### src/rtl/rom_burst_reader.sv
// Burst read initiator: drives ROM cs/addr for a run of words, streams registered data out.
// Latency: start -> mem_cs/mem_addr after 1 edge, first out_valid after 2 edges; 1 word/cycle.
// Backpressure: out_valid && !out_ready holds out_data/out_last/mem_addr and suspends fetching.
module rom_burst_reader #(
  parameter int ADDR_W = 3,
  parameter int DATA_W = 16,
  parameter int LEN_W  = 4
) (
  input  logic              clk,
  input  logic              rst_n,
  input  logic              start,
  input  logic [ADDR_W-1:0] start_addr,
  input  logic [LEN_W-1:0]  length,
  output logic              busy,
  output logic              done,
  output logic              mem_cs,
  output logic [ADDR_W-1:0] mem_addr,
  input  logic [DATA_W-1:0] mem_data,
  output logic              out_valid,
  output logic [DATA_W-1:0] out_data,
  output logic              out_last,
  input  logic              out_ready
);

  // A burst never needs more than one pass over the whole address space.
  localparam int unsigned MAX_LEN = 1 << ADDR_W;

  typedef enum logic [1:0] {
    IDLE = 2'd0,
    RUN  = 2'd1,
    FIN  = 2'd2
  } state_t;

  state_t            state;
  logic [LEN_W-1:0]  fetch_left;
  logic [LEN_W-1:0]  beat_left;
  logic [LEN_W-1:0]  len_clamped;
  logic              load;
  logic              handshake;

  // Clamp the requested length, then qualify fetches and stream handshakes.
  always_comb begin
    len_clamped = length;
    if (length > LEN_W'(MAX_LEN)) begin
      len_clamped = LEN_W'(MAX_LEN);
    end
    handshake = out_valid && out_ready;
    // A fetch happens only when the output register is free or being drained this cycle.
    load = (state == RUN) && (fetch_left != '0) && (!out_valid || out_ready);
  end

  // Burst control FSM with all outputs registered.
  always_ff @(posedge clk or negedge rst_n) begin
    if (!rst_n) begin
      state      <= IDLE;
      busy       <= 1'b0;
      done       <= 1'b0;
      mem_cs     <= 1'b0;
      mem_addr   <= '0;
      out_valid  <= 1'b0;
      out_data   <= '0;
      out_last   <= 1'b0;
      fetch_left <= '0;
      beat_left  <= '0;
    end else begin
      done <= 1'b0;
      case (state)
        IDLE, FIN: begin
          // FIN lasts one cycle but accepts a new command just like IDLE.
          state  <= IDLE;
          busy   <= 1'b0;
          mem_cs <= 1'b0;
          if (start) begin
            if (length == '0) begin
              state <= FIN;
              done  <= 1'b1;
            end else begin
              state      <= RUN;
              busy       <= 1'b1;
              mem_cs     <= 1'b1;
              mem_addr   <= start_addr;
              fetch_left <= len_clamped;
              beat_left  <= len_clamped;
            end
          end
        end
        RUN: begin
          if (load) begin
            out_data   <= mem_data;
            out_valid  <= 1'b1;
            out_last   <= (fetch_left == LEN_W'(1));
            mem_addr   <= mem_addr + ADDR_W'(1);
            fetch_left <= fetch_left - LEN_W'(1);
            // Chip select drops together with the final fetch.
            mem_cs     <= (fetch_left != LEN_W'(1));
          end else if (handshake) begin
            out_valid <= 1'b0;
            out_last  <= 1'b0;
          end
          if (handshake) begin
            beat_left <= beat_left - LEN_W'(1);
            if (out_last) begin
              state  <= FIN;
              busy   <= 1'b0;
              done   <= 1'b1;
              mem_cs <= 1'b0;
            end
          end
        end
        default: begin
          state  <= IDLE;
          busy   <= 1'b0;
          mem_cs <= 1'b0;
        end
      endcase
    end
  end

endmodule
### config.mk
export PLATFORM = sky130hd
export DESIGN_NAME = rom_burst_reader
export DESIGN_NICKNAME = d
export VERILOG_FILES = /design/src/rtl/rom_burst_reader.sv
export SDC_FILE = /design/constraint.sdc
export NUM_CORES = 1
export LEC_CHECK = 0
export BUFFER_PORTS_ARGS = -buffer_cell sky130_fd_sc_hd__clkbuf_2
export CAP_MARGIN = 10
export CORE_AREA = 3 3 57 59
export CTS_BUF_LIST = sky130_fd_sc_hd__clkbuf_2
export DETAILED_ROUTE_END_ITERATION = 6
export DIE_AREA = 0 0 60 62
export HOLD_SLACK_MARGIN = 0.15
export PLACE_DENSITY = 0.82
export SYNTH_ARGS = -nofsm -noshare
export SYNTH_HDL_FRONTEND = slang
export SYNTH_SLANG_ARGS = --single-unit
### constraint.sdc
create_clock -name clk -period 6.2 [get_ports clk]
set_clock_uncertainty 0.2 [all_clocks]
set_input_delay 1.24 -clock clk [delete_from_list [all_inputs] [get_ports clk]]
set_output_delay 1.24 -clock clk [all_outputs]
set_load 0.005 [all_outputs]
-- Yosys cells after proc, flatten, opt, wreduce, memory -nomap -nowiden
Index checks and enable logic that the tools add are counted.
- register bits after elaboration: 30
- input bits: 27
- output and inout port bits: 24
- logic and storage cells: 67
- add/sub/neg operators: 2
- order comparisons: 1
- equal/unequal tests: 9
- mux-type cells: 31
- reduce and logical (&&, ||, !) cells: 15
- operator list (cell ; count):
    2-to-1 mux 4 bit ; 4
    2-to-1 mux 1 bit ; 14
    inequality test 2 bit, second input constant ; 5
    2-to-1 mux 3 bit ; 3
    2-to-1 mux 2 bit ; 4
    case mux 4 bit (2 select lines) ; 1
    case mux 1 bit (2 select lines) ; 3
    case mux 3 bit (2 select lines) ; 1
    AND reduction 2 bit ; 3
    == test 4 x 1 -> 1 bit, second input constant ; 1
    greater-than comparator 4 bit, second input constant ; 1
    zero test 4 bit ; 1
    inequality test 4 x 1 -> 1 bit, second input constant ; 1
    case mux 2 bit (2 select lines) ; 1
    AND reduction 4 bit ; 1
    nonzero test 2 bit ; 2
    nonzero test 4 bit ; 1
    subtractor 4 x 1 -> 4 bit, second input constant ; 1
    adder 3 x 1 -> 3 bit, second input constant ; 1
    logical AND 1 bit ; 3
    == test 2 x 1 -> 1 bit, second input constant ; 1
    == test 2 bit, second input constant ; 1
    zero test 2 bit ; 1
    OR reduction 2 bit ; 1
    2 further kinds ; 2

-- Logic depth before layout (Yosys ltp)
Gate-level depths: netlist of the first run.
- word-level depth: 7
- mapped depth: 7
- gate-level depth less buffers: 6

-- Least setup slack after synthesis of the first run
OpenSTA, ideal clock, no wires.
- kind: input to register
- start: in out_ready
- end: reg out_data[10]
- library setup time: 0.125 ns
- data arrival time: 2.126 ns
- slack: 3.749 ns
- stages: 4
- buffers on the path: 1
- cell sequence: nor2b_1 nor3_4 buf_6 mux2_2
- longest elaborated chain between the ends: 3
- ends and longest elaborated chain (item ; line ; RTL):
    from (decl) ; 22 ; input logic out_ready
    logical OR 1 bit ; 49 ; load = (state == RUN) && (fetch_left != '0) && (!out_valid || out_ready);
    logical AND 1 bit ; 49 ;
    AND reduction 2 bit (no source line) ; - ;
    to (signal assigned) ; 89 ; out_data <= mem_data;
    to (decl) ; 20 ; output logic [DATA_W-1:0] out_data,
No other way between the ends.
A chain may end at the register's enable or synchronous reset.

-- Worst setup path after layout of the first run
- start: in out_ready
- end: reg fetch_left[2]
- longest elaborated chain between the ends: 4
- ends and longest elaborated chain (item ; line ; RTL):
    logical OR 1 bit ; 49 ;
    logical AND 1 bit ; 49 ;
    inequality test 2 bit (no source line) ; - ;
    AND reduction 4 bit (no source line) ; - ;
    to (signal assigned) ; 82 ; fetch_left <= len_clamped;
    to (signal assigned) ; 93 ; fetch_left <= fetch_left - LEN_W'(1);
    to (decl) ; 35 ; logic [LEN_W-1:0] fetch_left;
No other way between the ends.

==> results of run 1 <==
==> flip-flops by register name, indices dropped and copies added, names as in the netlist <==
signal and flops:
busy 1, done 1, fetch_left 4, mem_addr 3
mem_cs 1, out_data 16, out_last 1, out_valid 1
state 2
==> per-stage QoR <==
stage	hold WS, ps	total power, W	instance area [µm²]	worst slack [ps]	cells
global placement	290	0.000756	1640	3340	191
finish	321	0.000878	1680	3640	199
detailed placement	295	0.000791	1640	3250	191
floorplan	293	0.000650	1390	3750	115
global route	357	0.000948	1680	3470	199
CTS	327	0.000885	1680	3670	199
==> worst register-to-register path: stages, from the launching register on <==
cell      delay [ps]
dfrtp_1          410
nand2b_1         470
nor3_4           860
a21oi_1          110
o32a_1           380
==> synthesized netlist by cell type (3+ instances only) <==
library cell | number | area share, %
dfrtp_1 | 30 | 54
nor2_1 | 6 | 1.6
nor2b_1 | 3 | 1.4
o21ai_0 | 4 | 1.4
nand3_1 | 4 | 1.4
inv_1 | 3 | 0.81
mux2_2 | 16 | 13
ha_1 | 3 | 2.7
nand2_1 | 9 | 2.4
==> power groups by stage <==
stage	Combinational, W	Clock (W)	Sequential (W)
global placement	0.000400	0	0.000356
floorplan	0.000290	0	0.000360
detailed placement	0.000426	0	0.000365
CTS	0.000427	0.0000973	0.000361
global route	0.000466	0.000105	0.000377
finish	0.000423	0.0000943	0.000361
==> worst min path at each step <==
stage / to / slack (ps) / cells past startpoint
3_3_place_gp: out_data[3]$_DFFE_PN0P_ / 290 / 1
4_1_cts: out_data[5]$_DFFE_PN0P_ / 330 / 1
5_1_grt: out_data[7]$_DFFE_PN0P_ / 360 / 1
3_5_place_dp: out_data[13]$_DFFE_PN0P_ / 300 / 1
2_1_floorplan: busy$_DFFE_PN0P_ / 290 / 2
6_report: out_data[5]$_DFFE_PN0P_ / 320 / 1
==> cell type report <==
type	count	area (µm²)
Timing Repair Buffer	50	250
Inverter	3	11.3
Sequential cell	30	751
Clock inverter	2	8.76
Clock buffer	6	30.0
Fill cell	236	1080
Tap cell	31	38.8
Multi-Input combinational cell	77	589
==> metal layers <==
metal  up-vias  global-route usage (%)  wire length, µm  share of wire, %
li1        519                       -                -                 -
met1       567                    21.8             1250                39
met2        39                    34.3             1650                52
met3         6                    7.44              226               7.1
met4         0                    7.59               54               1.7
met5         -                       0                0                 0
==> layout by cell type, fill, tap and decap left out, drive strengths merged, types with 2 or more instances in the layout <==
master  instances
nor2            7
o22ai           2
o211ai          2
inv             3
a31oi           2
nand2b          2
a21oi           2
nand2           9
nand3b          2
ha              3
clkinv          2
mux2           16
clkbuf         56
a22o            2
o21ai           4
nor3            2
dfrtp          30
nand3           4
nor3b           2
nor2b           3
==> logic make-up after synthesis <==
kind of cell	Yosys count	share of synthesized area [%]
AND/OR/NAND/NOR	35	14.2
flip-flops	30	54.2
AO/OA/AOI/OAI	22	11.9
multiplexers	17	13.7
buffers and inverters	8	3.34
adder cells (fa/ha/maj)	3	2.71
==> metrics, run 1 <==
via-per-instance ratio=~5.7; first-pass GRT wire length=between 5000 and 6000 µm; worst min path class=register to register; flops & latches, synth=30; hold_sp=out_data[5]$_DFFE_PN0P_; cts bufs inserted=5; area grow syn2layout=21.1%; Setup TNS=0 ps; Sw Pwr=0.000348 W; crit path capture=fetch_left[2]$_DFFE_PN0P_; DP HPWL=roughly 2400 µm; # port buffers=50; f_max=0.391 GHz; remaining global-route overflow=0; antenna violations before repair=0; Cell Rows=19; maximum vdd drop=around 0.34 mV; Worst-Skew Late Latency=~380 ps; Distinct cells, synth=37; root cell of the clock tree=clkbuf_2; Hold-fix buffers, CTS=0; CTS-repair resized insts=0; status=finished clean; crit-path cells=clkbuf_2 > nor2b_1 > nor3_4 > a21oi_1 > o32a_1; layout cells sized above 1=between 40% and 50%; fin crit share=around two fifths; unrepaired setup endpoints after global routing=false; final core utilization=about three fifths; CP Class=input pin to register; post-synthesis sequential area ratio=a little over half; Post-Synthesis Cells=~120; Pint=between 0.0005 and 0.0006 W; Top delay family on crit path=simple AND/OR/NAND/NOR gates; RePlAce Congestion=0.887; die span in x=60 µm; part of the power in registers=between 40% and 50%; Crit-path slowest cell=nor3_4; Syn Area/Cell=around 12 µm²; CP bufs+invs=1; Post-Syn Nets=145; final hold viol count=0; # IOs=between 50 and 60; Post-synth EDFFs=0; crit path time final=roughly 2600 ps; GRT Overall Usage=between 10% and 20%; Mapped Area=1390 µm²; Post-CTS Setup Inserts=0; Worst Path Max Fanout=19; Reg2Reg Depth=4; vias in the first global route=between 1000 and 1500; routed length per instance=between 15 and 20 µm; Setup Viol. Count Final=0; Leak Pwr=roughly 0.82 nW; CTS Buffer Depth=2; Starting Density=50.3%; CP max stage delay=roughly 670 ps; critical path launch point type=input pin; Die Area=between 3000 and 4000 µm²; CTS Sinks=30; max_slew headroom=between 40% and 50%; Inserted Diodes=0; Worst Max-Slew Pin Slew=between 800 and 900 ps; switching part of the total=between 30% and 40%; total of warnings raised by yosys=0; r2r startpoint=state[1]$_DFFE_PN0P_; DR iter-0 viols=50; Core Region=2760 µm²; antenna viol nets, final=0; crit path from=out_ready; max cap viols=0; Async SR Flop Fraction=100%; largest net degree at the start of global routing=31; Nets=197; pwr dens=523 nW/µm²; r2r setup slk=between 3000 and 4000 ps; TritonRoute pass-1 iters=4; CTS tree=yes; vias post-DR=about 1100; most used flip-flop cell after synthesis=dfrtp_1; Pins Over Slew Limit=0; clock network power share=a little over a tenth; DR DRC count=0; Critical Path End Type=register; Worst Path Required=about 6300 ps; Clock transition at path regs=160 ps; H-tree levels=2; Worst path depth=5; r2r endpoint=fetch_left[2]$_DFFE_PN0P_; Die Span Y=about 62 µm; WL final=3180 µm; Arr. time, crit path=about 2600 ps; Comb power frac=about 48%
Power figures use the tool's default switching activity.
==> run 2: changes to the inputs <==
clock period = 2.6 ns   (was 6.2 ns; I/O delays follow)
==> metrics, run 2 (synthesis gave the netlist of run 1 again) <==
# port buffers=50 (unchanged); Setup TNS=0 ps (unchanged); CTS Buffer Depth=2 (unchanged); Critical Path End Type=register (unchanged); first-pass GRT wire length=4930 µm (was 5200 µm); Placed Area=1660 µm² (was 1640 µm²); worst min path class=input pin to register (was register to register); hold_sp=start_addr[0] (was out_data[5]$_DFFE_PN0P_); Worst Path Required=2670 ps (was 6280 ps); r2r startpoint=fetch_left[0]$_DFFE_PN0P_ (was state[1]$_DFFE_PN0P_); DR iter-0 viols=26 (was 50); Inserted Diodes=0 (unchanged); die span in x=60 µm (unchanged); crit-path cells=inv_1 > ha_1 > nor3b_2 > nor3_4 > buf_4 > and3_1 > o31ai_2 (was clkbuf_2 > nor2b_1 > nor3_4 > a21oi_1 > o32a_1); CP Class=register to register (was input pin to register); r2r setup slk=480 ps (was 3670 ps); CTS tree=yes (unchanged); Setup Viol. Count Final=0 (unchanged); Pins Over Slew Limit=0 (unchanged); Largest register FFs=16 (unchanged); RePlAce Congestion=0.851 (was 0.887); via-per-instance ratio=5.50 (was 5.68); Leak Pwr=0.838 nW (was 0.819 nW); Nets=201 (was 197); max cap viols=0 (unchanged); CP max stage delay=450 ps (was 670 ps); Clock transition at path regs=170 ps (was 160 ps); Die Span Y=62 µm (unchanged); unrepaired setup endpoints after global routing=false (unchanged); maximum vdd drop=0.845 mV (was 0.336 mV); GRT Overall Usage=18.7% (was 19.6%); antenna viol nets, final=0 (unchanged); Worst Path Max Fanout=18 (was 19); # IOs=51 (unchanged); vias post-DR=1116 (was 1131); DR DRC count=0 (unchanged); Hold-fix buffers, CTS=1 (was 0); Post-CTS Setup Inserts=0 (unchanged); r2r endpoint=mem_cs$_DFF_PN0_ (was fetch_left[2]$_DFFE_PN0P_); H-tree levels=2 (unchanged); most frequent cells in the layout=clkbuf_2 (56), dfrtp_1 (30), mux2_2 (16) (unchanged); pwr dens=1240 nW/µm² (was 523 nW/µm²); Final Cell Area=1710 µm² (was 1680 µm²); Worst-Skew Late Latency=370 ps (was 380 ps); Core Region=2760 µm² (unchanged); Worst Max-Slew Pin Slew=712 ps (was 852 ps); WL final=3030 µm (was 3180 µm); Crit-path slowest cell=dfrtp_1 (was nor3_4); status=finished clean (unchanged); fin crit share=slightly above 80%; storage element area=751 µm² (unchanged); routed length per instance=14.9 µm (was 16.0 µm); biggest regs=out_data x16, fetch_left x4, mem_addr x3 (unchanged); Reg2Reg Depth=7 (was 4); f_max=approximately 0.47 GHz; Die Area=3720 µm² (unchanged); TritonRoute pass-1 iters=4 (unchanged); max_slew headroom=52.6% (was 43.0%); antenna violations before repair=0 (unchanged); CTS-repair resized insts=0 (unchanged); crit path time final=2120 ps; largest net degree at the start of global routing=31 (unchanged); DP HPWL=2340 µm (was 2430 µm); commonest non-fill, non-tap cell in the layout=clkbuf_2 (unchanged); final hold viol count=0 (unchanged); Starting Density=50.3% (unchanged); worst hold endpoint=mem_addr[0]$_DFFE_PN0P_ (was out_data[5]$_DFFE_PN0P_); Cell Rows=19 (unchanged); remaining global-route overflow=0 (unchanged); CTS Sinks=30 (unchanged); multi-input combinational cell area=589 µm² (unchanged); fillcell total=217 (was 236); hold-critical path depth=3 (was 1); Arr. time, crit path=2190 ps (was 2640 ps); layout cells sized above 1=47.1% (was 46.4%); area grow syn2layout=23.5% (was 21.1%); vias in the first global route=1140 (was 1110); Reg with most FFs=out_data (unchanged); root cell of the clock tree=clkbuf_2 (unchanged); critical path launch point type=register (was input pin); cts bufs inserted=5 (unchanged)
-- run 2: worst max-delay path by stage --
stage	from	endpoint	slack [ps]	cells after the start
2_1_floorplan	fetch_left[0]$_DFFE_PN0P_	out_data[10]$_DFFE_PN0P_	600	6
3_3_place_gp	fetch_left[0]$_DFFE_PN0P_	out_data[6]$_DFFE_PN0P_	660	6
3_5_place_dp	fetch_left[0]$_DFFE_PN0P_	fetch_left[1]$_DFFE_PN0P_	550	7
4_1_cts	fetch_left[0]$_DFFE_PN0P_	mem_cs$_DFF_PN0_	500	7
5_1_grt	fetch_left[1]$_DFFE_PN0P_	fetch_left[1]$_DFFE_PN0P_	360	7
6_report	fetch_left[0]$_DFFE_PN0P_	mem_cs$_DFF_PN0_	480	7
-- run 2: metal layers --
metal | vias up | part of all wire, % | wire (µm) | global-route usage (%)
met3 | 6 | 6.8 | 205 | 5.58
met1 | 535 | 38 | 1160 | 20.4
met2 | 45 | 53 | 1600 | 31.9
li1 | 530 | - | - | -
met5 | - | 0 | 0 | 0
met4 | 0 | 2.1 | 63 | 12.0
-- run 2: power by group --
| group | internal [W] | switching, W |
|---|---|---|
| clock network | 0.0000662 | 0.000158 |
| registers | 0.000698 | 0.000157 |
| logic | 0.000533 | 0.000511 |
| total | 0.00130 | 0.000826 |
-- run 2: critical path, delay by kind of cell (launching register included) --
family | cells | cell delay (ps)
AO/OA/AOI/OAI | 1 | 180
adder cells (fa/ha/maj) | 1 | 190
buffers and inverters | 2 | 320
flip-flops | 1 | 450
AND/OR/NAND/NOR | 3 | 680
-- run 2: cell type report --
class	instances	share of cell area [%]
Clock buffer	6	1.75
Clock inverter	2	0.512
Inverter	3	0.658
Multi-Input combinational cell	77	34.4
Sequential cell	30	43.9
Tap cell	31	2.27
Timing Repair Buffer	54	16.5
-- run 2: through the flow --
| step | hold slack [ps] | setup slack (ps) | instances | util [%] | power, W |
|---|---|---|---|---|---|
| 3_3_place_gp | 291 | 661 | 194 | 60.3 | 0.00184 |
| 6_report | 181 | 479 | 203 | 62.1 | 0.00212 |
| 3_5_place_dp | 289 | 550 | 194 | 60.3 | 0.00192 |
| 4_1_cts | 164 | 502 | 203 | 62.1 | 0.00214 |
| 2_1_floorplan | 24.4 | 597 | 115 | - | 0.00155 |
| 5_1_grt | 152 | 361 | 203 | 62.1 | 0.00230 |
